File: src/rtl/float_to_fix_conv.sv
// Iterative half-precision float to signed fix(8.8) converter.
// Reads the float from byte memory, shifts one bit per clock, writes the result back and raises done.
module float_to_fix_conv #(
  parameter logic [7:0] IN_ADDR    = 8'd4,
  parameter logic [7:0] OUT_ADDR   = 8'd6,
  parameter int         MAX_RSHIFT = 12
) (
  input  logic       clk,
  input  logic       reset,
  input  logic       start,
  output logic       done,
  output logic [7:0] mem_addr,
  output logic       mem_rd_en,
  input  logic [7:0] mem_rd_data,
  output logic       mem_wr_en,
  output logic [7:0] mem_wr_data
);

  typedef enum logic [3:0] {
    IDLE, RD_HI, RD_LO, DECODE, SHIFT, NEG, WR_LO, WR_HI, DONE
  } state_t;

  localparam logic [4:0] MAX_RS5 = 5'(MAX_RSHIFT);

  state_t      state_reg, state_next;
  logic        done_reg, done_next;
  logic [7:0]  addr_reg, addr_next;
  logic        rd_en_reg, rd_en_next;
  logic        wr_en_reg, wr_en_next;
  logic [7:0]  wr_data_reg, wr_data_next;

  logic [7:0]  hi_reg;
  logic [15:0] mag_reg;
  logic [4:0]  cnt_reg;
  logic        left_reg;
  logic        sign_reg;
  logic        sat_reg;
  logic [15:0] result_reg;

  // Float word is assembled from the captured high byte and the low byte arriving now.
  logic [15:0] flt;
  logic        flt_s;
  logic [4:0]  flt_e;
  logic [9:0]  flt_m;
  assign flt   = {hi_reg, mem_rd_data};
  assign flt_s = flt[15];
  assign flt_e = flt[14:10];
  assign flt_m = flt[9:0];

  logic [15:0] dec_mag;
  logic [4:0]  dec_cnt;
  logic [4:0]  dec_rs;
  logic        dec_left;
  logic        dec_sat;

  always_comb begin
    dec_mag  = 16'd0;
    dec_cnt  = 5'd0;
    dec_rs   = 5'd0;
    dec_left = 1'b0;
    dec_sat  = 1'b0;
    if (flt_e == 5'd0) begin
      dec_mag = 16'd0;
    end else if (flt_e >= 5'd22) begin
      dec_sat = 1'b1;
    end else if (flt_e >= 5'd17) begin
      dec_mag  = {5'd0, 1'b1, flt_m};
      dec_left = 1'b1;
      dec_cnt  = flt_e - 5'd17;
    end else begin
      dec_mag = {5'd0, 1'b1, flt_m};
      dec_rs  = 5'd17 - flt_e;
      dec_cnt = (dec_rs >= MAX_RS5) ? MAX_RS5 : dec_rs;
    end
  end

  // Truncated negatives that reach magnitude 0 naturally negate to 0x0000.
  logic [15:0] result_comb;
  always_comb begin
    result_comb = mag_reg;
    if (sat_reg)
      result_comb = sign_reg ? 16'h8000 : 16'h7FFF;
    else if (sign_reg)
      result_comb = ~mag_reg + 16'd1;
  end

  always_ff @(posedge clk or negedge reset) begin
    if (!reset)
      state_reg <= IDLE;
    else
      state_reg <= state_next;
  end

  always_comb begin
    state_next = state_reg;
    case (state_reg)
      IDLE:    if (start) state_next = RD_HI;
      RD_HI:   state_next = RD_LO;
      RD_LO:   state_next = DECODE;
      DECODE:  state_next = (dec_cnt != 5'd0) ? SHIFT : NEG;
      SHIFT:   if (cnt_reg == 5'd1) state_next = NEG;
      NEG:     state_next = WR_LO;
      WR_LO:   state_next = WR_HI;
      WR_HI:   state_next = DONE;
      DONE:    if (start) state_next = RD_HI;
      default: state_next = IDLE;
    endcase
  end

  // Memory strobes and done are registered from the upcoming state so they align with it.
  always_comb begin
    addr_next    = addr_reg;
    rd_en_next   = 1'b0;
    wr_en_next   = 1'b0;
    wr_data_next = wr_data_reg;
    done_next    = 1'b0;
    case (state_next)
      RD_HI: begin
        addr_next  = IN_ADDR + 8'd1;
        rd_en_next = 1'b1;
      end
      RD_LO: begin
        addr_next  = IN_ADDR;
        rd_en_next = 1'b1;
      end
      WR_LO: begin
        addr_next    = OUT_ADDR;
        wr_en_next   = 1'b1;
        wr_data_next = result_comb[7:0];
      end
      WR_HI: begin
        addr_next    = OUT_ADDR + 8'd1;
        wr_en_next   = 1'b1;
        wr_data_next = result_reg[15:8];
      end
      DONE:    done_next = 1'b1;
      default: done_next = 1'b0;
    endcase
  end

  always_ff @(posedge clk or negedge reset) begin
    if (!reset) begin
      done_reg    <= 1'b0;
      addr_reg    <= 8'd0;
      rd_en_reg   <= 1'b0;
      wr_en_reg   <= 1'b0;
      wr_data_reg <= 8'd0;
    end else begin
      done_reg    <= done_next;
      addr_reg    <= addr_next;
      rd_en_reg   <= rd_en_next;
      wr_en_reg   <= wr_en_next;
      wr_data_reg <= wr_data_next;
    end
  end

  always_ff @(posedge clk or negedge reset) begin
    if (!reset) begin
      hi_reg     <= 8'd0;
      mag_reg    <= 16'd0;
      cnt_reg    <= 5'd0;
      left_reg   <= 1'b0;
      sign_reg   <= 1'b0;
      sat_reg    <= 1'b0;
      result_reg <= 16'd0;
    end else begin
      case (state_reg)
        RD_LO: hi_reg <= mem_rd_data;
        DECODE: begin
          sign_reg <= flt_s;
          mag_reg  <= dec_mag;
          cnt_reg  <= dec_cnt;
          left_reg <= dec_left;
          sat_reg  <= dec_sat;
        end
        SHIFT: begin
          mag_reg <= left_reg ? (mag_reg << 1) : (mag_reg >> 1);
          cnt_reg <= cnt_reg - 5'd1;
        end
        NEG:     result_reg <= result_comb;
        default: result_reg <= result_reg;
      endcase
    end
  end

  assign done        = done_reg;
  assign mem_addr    = addr_reg;
  assign mem_rd_en   = rd_en_reg;
  assign mem_wr_en   = wr_en_reg;
  assign mem_wr_data = wr_data_reg;

endmodule

File: config.mk
export PLATFORM = sky130hd
export DESIGN_NAME = float_to_fix_conv
export DESIGN_NICKNAME = d
export VERILOG_FILES = /design/src/rtl/float_to_fix_conv.sv
export SDC_FILE = /design/constraint.sdc
export NUM_CORES = 1
export LEC_CHECK = 0
export ABC_AREA = 1
export CAP_MARGIN = 40
export CORE_ASPECT_RATIO = 1.4
export CORE_MARGIN = 2
export CORE_UTILIZATION = 25
export CTS_CLUSTER_SIZE = 8
export DETAILED_ROUTE_END_ITERATION = 10
export GPL_TIMING_DRIVEN = 1
export HOLD_SLACK_MARGIN = 0.1
export PLACE_DENSITY = 0.39
export SETUP_SLACK_MARGIN = 0.15
export SLEW_MARGIN = 10
export SYNTH_ARGS = -nofsm -noshare
export SYNTH_HDL_FRONTEND = slang
export SYNTH_SLANG_ARGS = --single-unit
File: constraint.sdc
create_clock -name clk -period 1.48 [get_ports clk]
set_input_delay 0.148 -clock clk [delete_from_list [all_inputs] [get_ports clk]]
set_output_delay 0.148 -clock clk [all_outputs]
set_load 0.02 [all_outputs]
==> flow_summary_export.csv <==
group,metric,value,unit
logic_synthesis,syn_area_per_cell,7.59,µm²
global_routing,grt_pass1_wl,16600,µm
logic_synthesis,ys.flop_type,"dfrtp_1",
logic_synthesis,synth_edf_count,0,
finish,antenna_cells,0,
finish,synthToLayoutAreaGrowth,57.4,%
power,power.leakage,2.61,nW
power,finalPower,13.0,mW
worst_setup_path,rr_startpoint,"hi_reg[4]",
detailed_routing,postRouteAntennaNets,0,
logic_synthesis,ys_seq_area_frac,0.419,
sta,hold_violations,0,
finish,fin_area,5450,µm²
power,power_density,2390,nW/µm²
power,peakVddDrop,912,µV
logic_synthesis,async_flop_share,1.00,
global_routing,gr-usage-all-layers,0.148,
detailed_routing,routed_via_density,4.43,
logic_synthesis,netlist_instances,456,
clocking,htree_levels,3,
finish,final_common_cell,"nand2_1",
worst_setup_path,required,1730,ps
clocking,cts_tree,"done",
run,drv_cap,0,
power,p_int,7.37,mW
sta,clock_skew,5.92,ps
clocking,cts.clk_slew.worst_paths,50,ps
worst_setup_path,critPathKind,"reg2reg",
finish,drive_gt1_frac,0.415,
sta,period_share,1.04,
floorplanning,die-area,14800,µm²
worst_setup_path,arrival,1790,ps
global_routing,overflow,0,
finish,instances_no_fill,760,
sta,fin_crit,1540,ps
detailed_routing,routed_wirelength,10200,µm
placement,numPortBuffers,24,
sta,grt_setup_unrepaired,"yes",
worst_setup_path,cp-end-kind,"flip-flop",
sta,fmax,650,MHz
worst_setup_path,cp_max_fo,3,
floorplanning,coreArea,13500,µm²
hold_path,hold_class,"in2async",
logic_synthesis,ys_seq_elements,58,
clocking,cts_buffers,9,
clocking,cts.path.max_buffers,2,
placement,place.gp.congestion,0.824,
placement,dp_hpwl,7480,µm
logic_synthesis,synth_top_area_share,0.419,
finish,largest_reg_flops,16,
worst_setup_path,start_kind,"flip-flop",
worst_setup_path,rrSetupSlack,-60,ps
power,p_switching,5.65,mW
logic_synthesis,yosysWarnings,0,
power,pwr-share-clk,0.172,
run_status,violations,"setup timing",
worst_setup_path,rr_worst_depth,8,
clocking,cts_root_buf,"clkbuf_16",
finish,mostFrequentLayoutCells,"nand2_1, buf_4, dfrtp_1",
logic_synthesis,synth.largest_area_cell,"dfrtp_1",
detailed_routing,drt_pass1_iterations,4,
sta,slew_viol_final,0,
sta,setup_viol_count_final,13,
detailed_routing,drc,0,
floorplanning,io_pins,30,
run_status,outcome,"finished, violations left",
detailed_routing,wire_per_inst,13.4,µm
floorplanning,die_height,143,µm
power,sw_frac_of_total,0.434,
global_routing,antenna_found_initial,0,
power,seqPwrFrac,0.218,
power,combinationalPowerShare,0.610,
worst_setup_path,r2r-end,"mag_reg[1]",
sta,worst_slack,-57.5,ps
placement,dp.cells,703,
clocking,clock_latency,330,ps
detailed_routing,drt_iter0_markers,127,
finish,fillerInstances,1390,
global_routing,first_global_vias,3386,
global_routing,grt_max_degree,59,
floorplanning,dieWidth,103,µm
finish,nNetsFinal,593,
logic_synthesis,synthTopCellsByArea,"dfrtp_1, nand2_1, nand3_1",
clocking,cts.sinks,58,
floorplanning,row_count,50,
placement,place_area,4340,µm²
logic_synthesis,ys_types,41,
floorplanning,initial_core_util,0.257,
logic_synthesis,netlist_area,3460,µm²
sta,finalHoldWorstSlack,351,ps
detailed_routing,num_vias,3363,
[stage by stage]
stage | utilization | setup slack [ps] | setup TNS [ps]
2_1_floorplan | - | 95.5 | 0
4_1_cts | 0.385 | -75.1 | -212
3_3_place_gp | 0.323 | -167 | -583
6_report | 0.405 | -57.5 | -500
3_5_place_dp | 0.323 | -152 | -538
5_1_grt | 0.405 | -152 | -2380
[timing repair]
| item | CTS | global route |
|---|---|---|
| hold buffers | 1 | 0 |
| hold endpoints to repair | 58 | 0 |
| endpoints found under the setup margin | 56 | 54 |
| gates resized for setup | 99 | 51 |
| pin swaps | 30 | 27 |
| cloned | 0 | 0 |
| buffers inserted | 29 | 11 |
[routing by layer]
| metal | share of wire | routed length [µm] | GRT usage | vias to the layer above |
|---|---|---|---|---|
| li1 | - | - | - | 1721 |
| met3 | 0.026 | 264 | 0.0274 | 15 |
| met4 | 0.022 | 223 | 0.0637 | 0 |
| met5 | 0 | 0 | 0 | - |
| met2 | 0.55 | 5550 | 0.263 | 51 |
| met1 | 0.41 | 4130 | 0.168 | 1576 |
[power by group through the flow]
stage          clock network (mW)  logic (mW)  registers (mW)
2_1_floorplan                   0        3.65            2.93
3_3_place_gp                    0        6.07            2.82
3_5_place_dp                    0        6.07            2.83
4_1_cts                      2.31        7.29            2.83
5_1_grt                      2.37        8.81            2.94
6_report                     2.25        7.94            2.84
[critical path: stages, from the launching register on]
cell	delay (ps)
dfrtp_1	390
buf_6	130
ha_2	170
nor2_4	100
nor2_4	50
nor2_4	170
nand3_4	150
buf_6	160
o221ai_2	130
[layout make-up]
cell class	instances	area [µm²]	share of cell area
clock buffer	10	239	0.0439
clock inverter	6	80.1	0.0147
inverter	48	219	0.0402
multi-input combinational	337	2190	0.402
sequential	58	1450	0.267
tap	182	228	0.0418
timing repair buffer	119	1040	0.191
[how the worst max path moves through the flow]
stage,from,end,slack [ps]
after floorplan,hi_reg[4],state_reg[0],100
after global routing,hi_reg[3],state_reg[0],-150
after global placement,hi_reg[3],state_reg[0],-170
after CTS,hi_reg[3],state_reg[0],-80
final,hi_reg[4],mag_reg[1],-60
after detailed placement,hi_reg[3],state_reg[0],-150
[kinds of logic (layout without fill, tap and decap cells)]
| logic type | Yosys count | after routing | synth area share |
|---|---|---|---|
| AND/OR/NAND/NOR | 242 | 242 | 0.311 |
| AO/OA/AOI/OAI | 77 | 77 | 0.138 |
| buffers and inverters | 65 | 183 | 0.0886 |
| flip-flops | 58 | 58 | 0.419 |
| adder cells (fa/ha/maj) | 9 | 9 | 0.0325 |
| XOR/XNOR | 4 | 4 | 0.0101 |
| other | 1 | 5 | 0.00108 |
[cells in the mapped netlist (2+ instances only)]
cell / number
buf_4: 7
nor3_1: 2
a21oi_1: 15
o21ai_1: 5
o22ai_1: 4
nand4_1: 2
buf_2: 6
nor2_1: 45
inv_1: 35
ha_1: 9
xor2_1: 3
a22oi_1: 10
nand3_1: 41
nand2_2: 3
o21ai_0: 22
nor2_4: 6
buf_6: 3
inv_2: 10
inv_4: 2
o221ai_1: 3
nor2_2: 3
nand3b_1: 3
o31ai_1: 2
o21bai_1: 2
dfrtp_1: 58
o211ai_1: 6
o21ai_2: 4
nand2_1: 132
Note: power is estimated with default switching activity, not from simulation.
